$ cat config.mk
export PLATFORM = sky130hd
export DESIGN_NAME = morse_round_ctrl
export DESIGN_NICKNAME = d
export VERILOG_FILES = /design/src/rtl/morse_round_ctrl.sv
export SDC_FILE = /design/constraint.sdc
export NUM_CORES = 1
export LEC_CHECK = 0
export CAP_MARGIN = 10
export CORE_MARGIN = 5
export CORE_UTILIZATION = 40
export DETAILED_ROUTE_END_ITERATION = 7
export PLACE_DENSITY_LB_ADDON = 0.15
export SYNTH_ARGS = -nofsm -noshare
export SYNTH_HDL_FRONTEND = slang
export SYNTH_SLANG_ARGS = --single-unit
$ cat constraint.sdc
create_clock -name clk -period 2.27 [get_ports clk]
set_input_delay 0.227 -clock clk [delete_from_list [all_inputs] [get_ports clk]]
set_output_delay 0.227 -clock clk [all_outputs]
set_load 0.005 [all_outputs]
$ cat src/rtl/morse_round_ctrl.sv
`default_nettype none
// ============================================================================
// morse_round_ctrl : times Morse key presses, checks them against a letter
//                    pattern and issues a win/lose verdict for one round.
// Revision: 1.0
// ============================================================================
module morse_round_ctrl #(
  parameter int MAX_SYMS = 5,
  parameter int DASH_MS  = 300,
  parameter int GAP_MS   = 700,
  parameter int CNT_W    = 10
) (
  input  logic                clk,
  input  logic                rst,
  input  logic                start,
  input  logic                key,
  input  logic                ms_tick,
  input  logic                TenSecTimeOut,
  input  logic [2:0]          exp_len,
  input  logic [MAX_SYMS-1:0] exp_pattern,
  output logic                timer_clear,
  output logic                timer_enable,
  output logic                busy,
  output logic [2:0]          sym_count,
  output logic [MAX_SYMS-1:0] sym_bits,
  output logic                done,
  output logic                win,
  output logic                lose
);

  localparam logic [2:0] c_ST_IDLE     = 3'd0;
  localparam logic [2:0] c_ST_ARM      = 3'd1;
  localparam logic [2:0] c_ST_WAIT_KEY = 3'd2;
  localparam logic [2:0] c_ST_PRESS    = 3'd3;
  localparam logic [2:0] c_ST_EVAL     = 3'd4;
  localparam logic [2:0] c_ST_RESULT   = 3'd5;

  localparam logic [CNT_W-1:0] c_dash_ms = CNT_W'(DASH_MS);
  localparam logic [CNT_W-1:0] c_gap_ms  = CNT_W'(GAP_MS);
  localparam logic [2:0]       c_max_len = 3'(MAX_SYMS);

  logic [2:0]          r_state;
  logic                r_key_q;
  logic [2:0]          r_exp_len;
  logic [MAX_SYMS-1:0] r_exp_pat;
  logic [2:0]          r_sym_count;
  logic [MAX_SYMS-1:0] r_sym_bits;
  logic [CNT_W-1:0]    r_press_ms;
  logic [CNT_W-1:0]    r_gap_ms;
  logic                r_win;
  logic                r_lose;

  logic                w_key_rise;
  logic                w_sym;
  logic                w_exp_bit;
  logic [MAX_SYMS-1:0] w_sym_bits_nxt;
  logic [2:0]          w_cnt_inc;
  logic [2:0]          w_len_clamped;
  logic [CNT_W-1:0]    w_gap_inc;

  assign w_key_rise    = key & ~r_key_q;
  assign w_sym         = (r_press_ms >= c_dash_ms);
  assign w_cnt_inc     = r_sym_count + 3'd1;
  assign w_gap_inc     = r_gap_ms + 1'b1;
  assign w_len_clamped = (exp_len > c_max_len) ? c_max_len : exp_len;

  // Symbol slot addressed by the current count, both for compare and write.
  always_comb begin
    w_exp_bit      = 1'b0;
    w_sym_bits_nxt = r_sym_bits;
    for (int i = 0; i < MAX_SYMS; i++) begin
      if (r_sym_count == 3'(i)) begin
        w_exp_bit         = r_exp_pat[i];
        w_sym_bits_nxt[i] = w_sym;
      end
    end
  end

  always_ff @(posedge clk or negedge rst) begin
    if (!rst) begin
      r_state     <= c_ST_IDLE;
      r_key_q     <= 1'b0;
      r_exp_len   <= 3'd0;
      r_exp_pat   <= '0;
      r_sym_count <= 3'd0;
      r_sym_bits  <= '0;
      r_press_ms  <= '0;
      r_gap_ms    <= '0;
      r_win       <= 1'b0;
      r_lose      <= 1'b0;
    end else begin
      r_key_q <= key;
      case (r_state)
        c_ST_IDLE: begin
          if (start) begin
            r_exp_len   <= w_len_clamped;
            r_exp_pat   <= exp_pattern;
            r_sym_count <= 3'd0;
            r_sym_bits  <= '0;
            r_press_ms  <= '0;
            r_gap_ms    <= '0;
            r_win       <= 1'b0;
            r_lose      <= 1'b0;
            r_state     <= c_ST_ARM;
          end
        end
        c_ST_ARM: begin
          if (r_exp_len == 3'd0) begin
            r_lose  <= 1'b1;
            r_state <= c_ST_RESULT;
          end else begin
            r_state <= c_ST_WAIT_KEY;
          end
        end
        c_ST_WAIT_KEY: begin
          // Timeout outranks both a new press and gap expiry.
          if (TenSecTimeOut) begin
            r_lose  <= 1'b1;
            r_state <= c_ST_RESULT;
          end else if (w_key_rise) begin
            r_press_ms <= '0;
            r_state    <= c_ST_PRESS;
          end else if ((r_sym_count != 3'd0) && ms_tick) begin
            if (w_gap_inc >= c_gap_ms) begin
              r_lose  <= 1'b1;
              r_state <= c_ST_RESULT;
            end else begin
              r_gap_ms <= w_gap_inc;
            end
          end
        end
        c_ST_PRESS: begin
          if (TenSecTimeOut) begin
            r_lose  <= 1'b1;
            r_state <= c_ST_RESULT;
          end else begin
            if (ms_tick && (r_press_ms != '1)) begin
              r_press_ms <= r_press_ms + 1'b1;
            end
            if (!key) begin
              r_state <= c_ST_EVAL;
            end
          end
        end
        c_ST_EVAL: begin
          r_sym_bits  <= w_sym_bits_nxt;
          r_sym_count <= w_cnt_inc;
          if (w_sym != w_exp_bit) begin
            r_lose  <= 1'b1;
            r_state <= c_ST_RESULT;
          end else if (w_cnt_inc == r_exp_len) begin
            r_win   <= 1'b1;
            r_state <= c_ST_RESULT;
          end else begin
            r_gap_ms <= '0;
            r_state  <= c_ST_WAIT_KEY;
          end
        end
        c_ST_RESULT: begin
          r_state <= c_ST_IDLE;
        end
        default: begin
          r_state <= c_ST_IDLE;
        end
      endcase
    end
  end

  assign timer_clear  = (r_state == c_ST_ARM);
  assign timer_enable = (r_state == c_ST_WAIT_KEY) || (r_state == c_ST_PRESS) ||
                        (r_state == c_ST_EVAL);
  assign busy         = (r_state != c_ST_IDLE);
  assign done         = (r_state == c_ST_RESULT);
  assign sym_count    = r_sym_count;
  assign sym_bits     = r_sym_bits;
  assign win          = r_win;
  assign lose         = r_lose;

endmodule
`default_nettype wire

==> summary.txt <==
CTS
  – CTS tree: built
  – CTS Buf Count: 5
  – Clk root buf: clkbuf_8
  – Clock Path Buffers: 2
  – H-tree Lvls: 2
  – Clk slew on worst S/H paths: 0.09 ns
  – Worst skew pair latency: 0.30 ns
  – Clock Sinks: 42

Cells and area
  – Filler cells: 572
  – Most frequent cells in the layout: buf_4, dfrtp_1, nand2_1
  – Area delta synth->final: 38.5%
  – Final #Nets: 390
  – Number of inserted diodes: 0
  – Finished Layout Cells: 445
  – Fin util: 0.575
  – Layout cells sized above 1: 0.285
  – Final Instance Area: 3690 sq um
  – Most common cell after layout, fill and taps aside: buf_4

Setup path
  – RR Endpoint: r_gap_ms[4]$_DFFE_PN0P_
  – CP max FO: 5
  – Crit start category: register
  – Worst setup path category: reg2reg
  – Arrival time worst endpoint: 2.49 ns
  – Worst Setup End Kind: register
  – Req. time, crit path: 2.46 ns
  – Worst r2r path cells: 8
  – R2R setup slack: -0.03 ns
  – Critical R2R Launch: r_gap_ms[1]$_DFFE_PN0P_

Detailed routing
  – Vias per inst: 5.60
  – Final ANT Viol Nets: 0
  – DR iter-0 viols: 130
  – Wirelength per Cell: 16.2 um
  – DRT Pass-1 Iters: 4
  – Via Count: 2494
  – WL final: 7210 um
  – DRC viols: 0

Synthesis
  – Largest area contributor in the netlist: dfrtp_1
  – Average size of a mapped cell: 9.09 sq um
  – Synth Area in Adders: 0.0423
  – Synthesized Nets: 316
  – Seq cells post-synth: 42
  – Main combinational cell family by area after synthesis: simple AND/OR/NAND/NOR gates
  – Ys async rst share: 1.00
  – Synth Area in Compound Gates: 0.190
  – Cells after synthesis: 293
  – Simple-gate share of the synthesized area: 0.246
  – Synthesis Warnings: 0
  – Syn Std Cell Area: 2660 sq um
  – Largest cells by area after synthesis: dfrtp_1, nand2_1, ha_1
  – Sequential area share after synthesis: 0.395
  – Top cell type's share of synthesized area: 0.395
  – Top_reg_cell synth: dfrtp_1
  – Count of different cell masters after synthesis: 59
  – Post-synth EDFFs: 0
  – Multiplexer area fraction after synthesis: 0.0366
  – Post-synthesis share of cell area spent on xor and xnor gates: 0.0488

STA
  – Setup ws final: -0.0269 ns
  – Period minus WS final: 2.30 ns
  – Final-report max-slew violation count: 0
  – FMAX: 0.435 GHz
  – RSZ-0062 raised after global routing: true
  – Final hold slack: -0.00672 ns
  – Worst slew pin tran: 0.554 ns
  – Hold Vio Cnt, Final: 4
  – Final setup viols: 3
  – Setup Skew: 0.00972 ns
  – Final period utilization: 1.01
  – Slew margin rel.: 0.630

Die
  – Top Ports: 28
  – Die ar.: 8390 sq um
  – Core area: 6420 sq um
  – Die extent in x: 91.6 um
  – # rows: 29
  – Initial Util: 0.415
  – Chip height: 91.6 um

Global routing
  – Routing usage on met3: 0.0264
  – Initial antenna violation count: 0
  – M2 GR Usage: 0.292
  – Gr busiest metal: met2
  – Largest net degree at the start of global routing: 43
  – Global-route wire length before repair: 11900 um
  – GRT Total Usage: 0.174
  – Grt total ovfl: 0
  – Vias in the first global route: 2496
  – Met1 Usage GRT: 0.234

Power
  – Maximum vdd ir drop: 0.654 mV
  – Net Sw Frac: 0.385
  – Leak: 1.64 nW
  – NetSw: 1.43 mW
  – Comb power frac: 0.537
  – Sequential power share: 0.292
  – Power share of the clock group: 0.170
  – P_int: 2.29 mW
  – PwrDens: 1010 nW/um^2

Status
  – Status: finished with violations
  – Failing checks: negative hold slack, negative setup slack

Placement
  – Final GP Congestion: 0.866
  – DP Wirelength: 4990 um
  – Port Buffer Count: 27
  – Placed Area: 3310 sq um
  – Placed cell count: 426

Run
  – Max Cap Viol: 0

Worst hold path
  – Min-Delay Path Class: in2async
[area by class of cell]
cell class / count / area, sq um / area share
well taps: 77 / 96.3 / 0.0261
inverters: 12 / 45.0 / 0.0122
clock inverters: 1 / 30.0 / 0.00814
flip-flops and latches: 42 / 1050 / 0.286
repair buffers: 78 / 659 / 0.179
clock buffers: 7 / 86.3 / 0.0234
multi-input cells: 228 / 1720 / 0.466
[worst max-delay path: stages, from the launching register on]
cell and delay [ns]:
dfrtp_1 0.42, buf_6 0.14, and3b_1 0.17, o2111a_1 0.26, or4_4 0.53, o22ai_4 0.18
buf_4 0.16, a21oi_1 0.06, a211o_1 0.26
[registers in the layout, summed over array words and instances, names as in the netlist]
| name | flops |
|---|---|
| lose | 1 |
| r_exp_len | 3 |
| r_exp_pat | 5 |
| r_gap_ms | 10 |
| r_key_q | 1 |
| r_press_ms | 10 |
| r_state | 3 |
| sym_bits | 5 |
| sym_count | 3 |
| win | 1 |
[routing by layer]
layer / vias to the layer above / share of wire
li1: 1223 / -
met1: 1212 / 0.46
met2: 51 / 0.50
met3: 8 / 0.034
met4: 0 / 0.011
met5: - / 0
[cells in the mapped netlist (2+ instances only)]
library cell	number
and3_1	9
inv_1	12
nor4b_1	4
mux2_2	6
a31oi_1	3
dfrtp_1	42
a2111oi_0	5
nand3_1	17
nor3_1	8
and3b_1	2
nor4_1	2
nand2_1	34
buf_4	2
buf_2	3
nor2b_1	5
a21o_1	2
ha_1	9
xnor2_1	5
xor2_1	8
nand4_1	6
a211oi_1	3
o211ai_1	2
clkbuf_1	5
nand2b_1	2
mux2i_1	3
o311a_1	2
o31a_1	3
a21oi_1	7
nor2_1	29
a221o_1	3
a211o_1	8
o21ai_0	13
o31ai_1	2
or3_1	2
[power by group through the flow]
stage | logic, mW | clock network (mW) | registers (mW)
5_1_grt | 2.17 | 0.680 | 1.11
6_report | 2.00 | 0.634 | 1.09
2_1_floorplan | 1.03 | 0 | 1.04
4_1_cts | 1.83 | 0.643 | 1.07
3_5_place_dp | 1.67 | 0 | 1.09
3_3_place_gp | 1.67 | 0 | 1.09
[worst max path at each step]
stage	start	to	slack [ns]	cells after the start
6_report	r_gap_ms[1]$_DFFE_PN0P_	r_gap_ms[4]$_DFFE_PN0P_	-0.03	8
5_1_grt	r_gap_ms[1]$_DFFE_PN0P_	r_gap_ms[4]$_DFFE_PN0P_	-0.11	8
3_5_place_dp	sym_count[1]$_DFFE_PN0P_	r_gap_ms[2]$_DFFE_PN0P_	-0.16	8
4_1_cts	sym_count[1]$_DFFE_PN0P_	r_gap_ms[6]$_DFFE_PN0P_	0.003	9
3_3_place_gp	sym_count[1]$_DFFE_PN0P_	r_gap_ms[1]$_DFFE_PN0P_	-0.1	8
2_1_floorplan	sym_count[1]$_DFFE_PN0P_	r_gap_ms[1]$_DFFE_PN0P_	-0.02	9
[per-stage QoR]
stage                     setup WS (ns)  power [mW]  TNS, ns
after CTS                       0.00343        3.54        0
after floorplan                 -0.0232        2.07  -0.0465
after detailed placement         -0.155        2.76    -1.01
after global placement          -0.0977        2.76   -0.586
final                           -0.0269        3.72  -0.0498
after global routing             -0.106        3.97   -0.635
[logic make-up after synthesis]
kind of cell               count (synthesis)
AOI/OAI and AO/OA                         65
DFF                                       42
and+or+nand+nor                          130
buffers and inverters                     24
adders and majority gates                  9
xor gates and xnor gates                  14
muxes                                      9
[repair_timing]
item,4_1_cts,5_1_grt
hold buffers,0,0
setup buffers,4,6
endpoints found under the setup margin,12,15
pin swaps,2,12
cloned,1,0
gates resized for setup,16,22
Power figures use the tool's default switching activity.
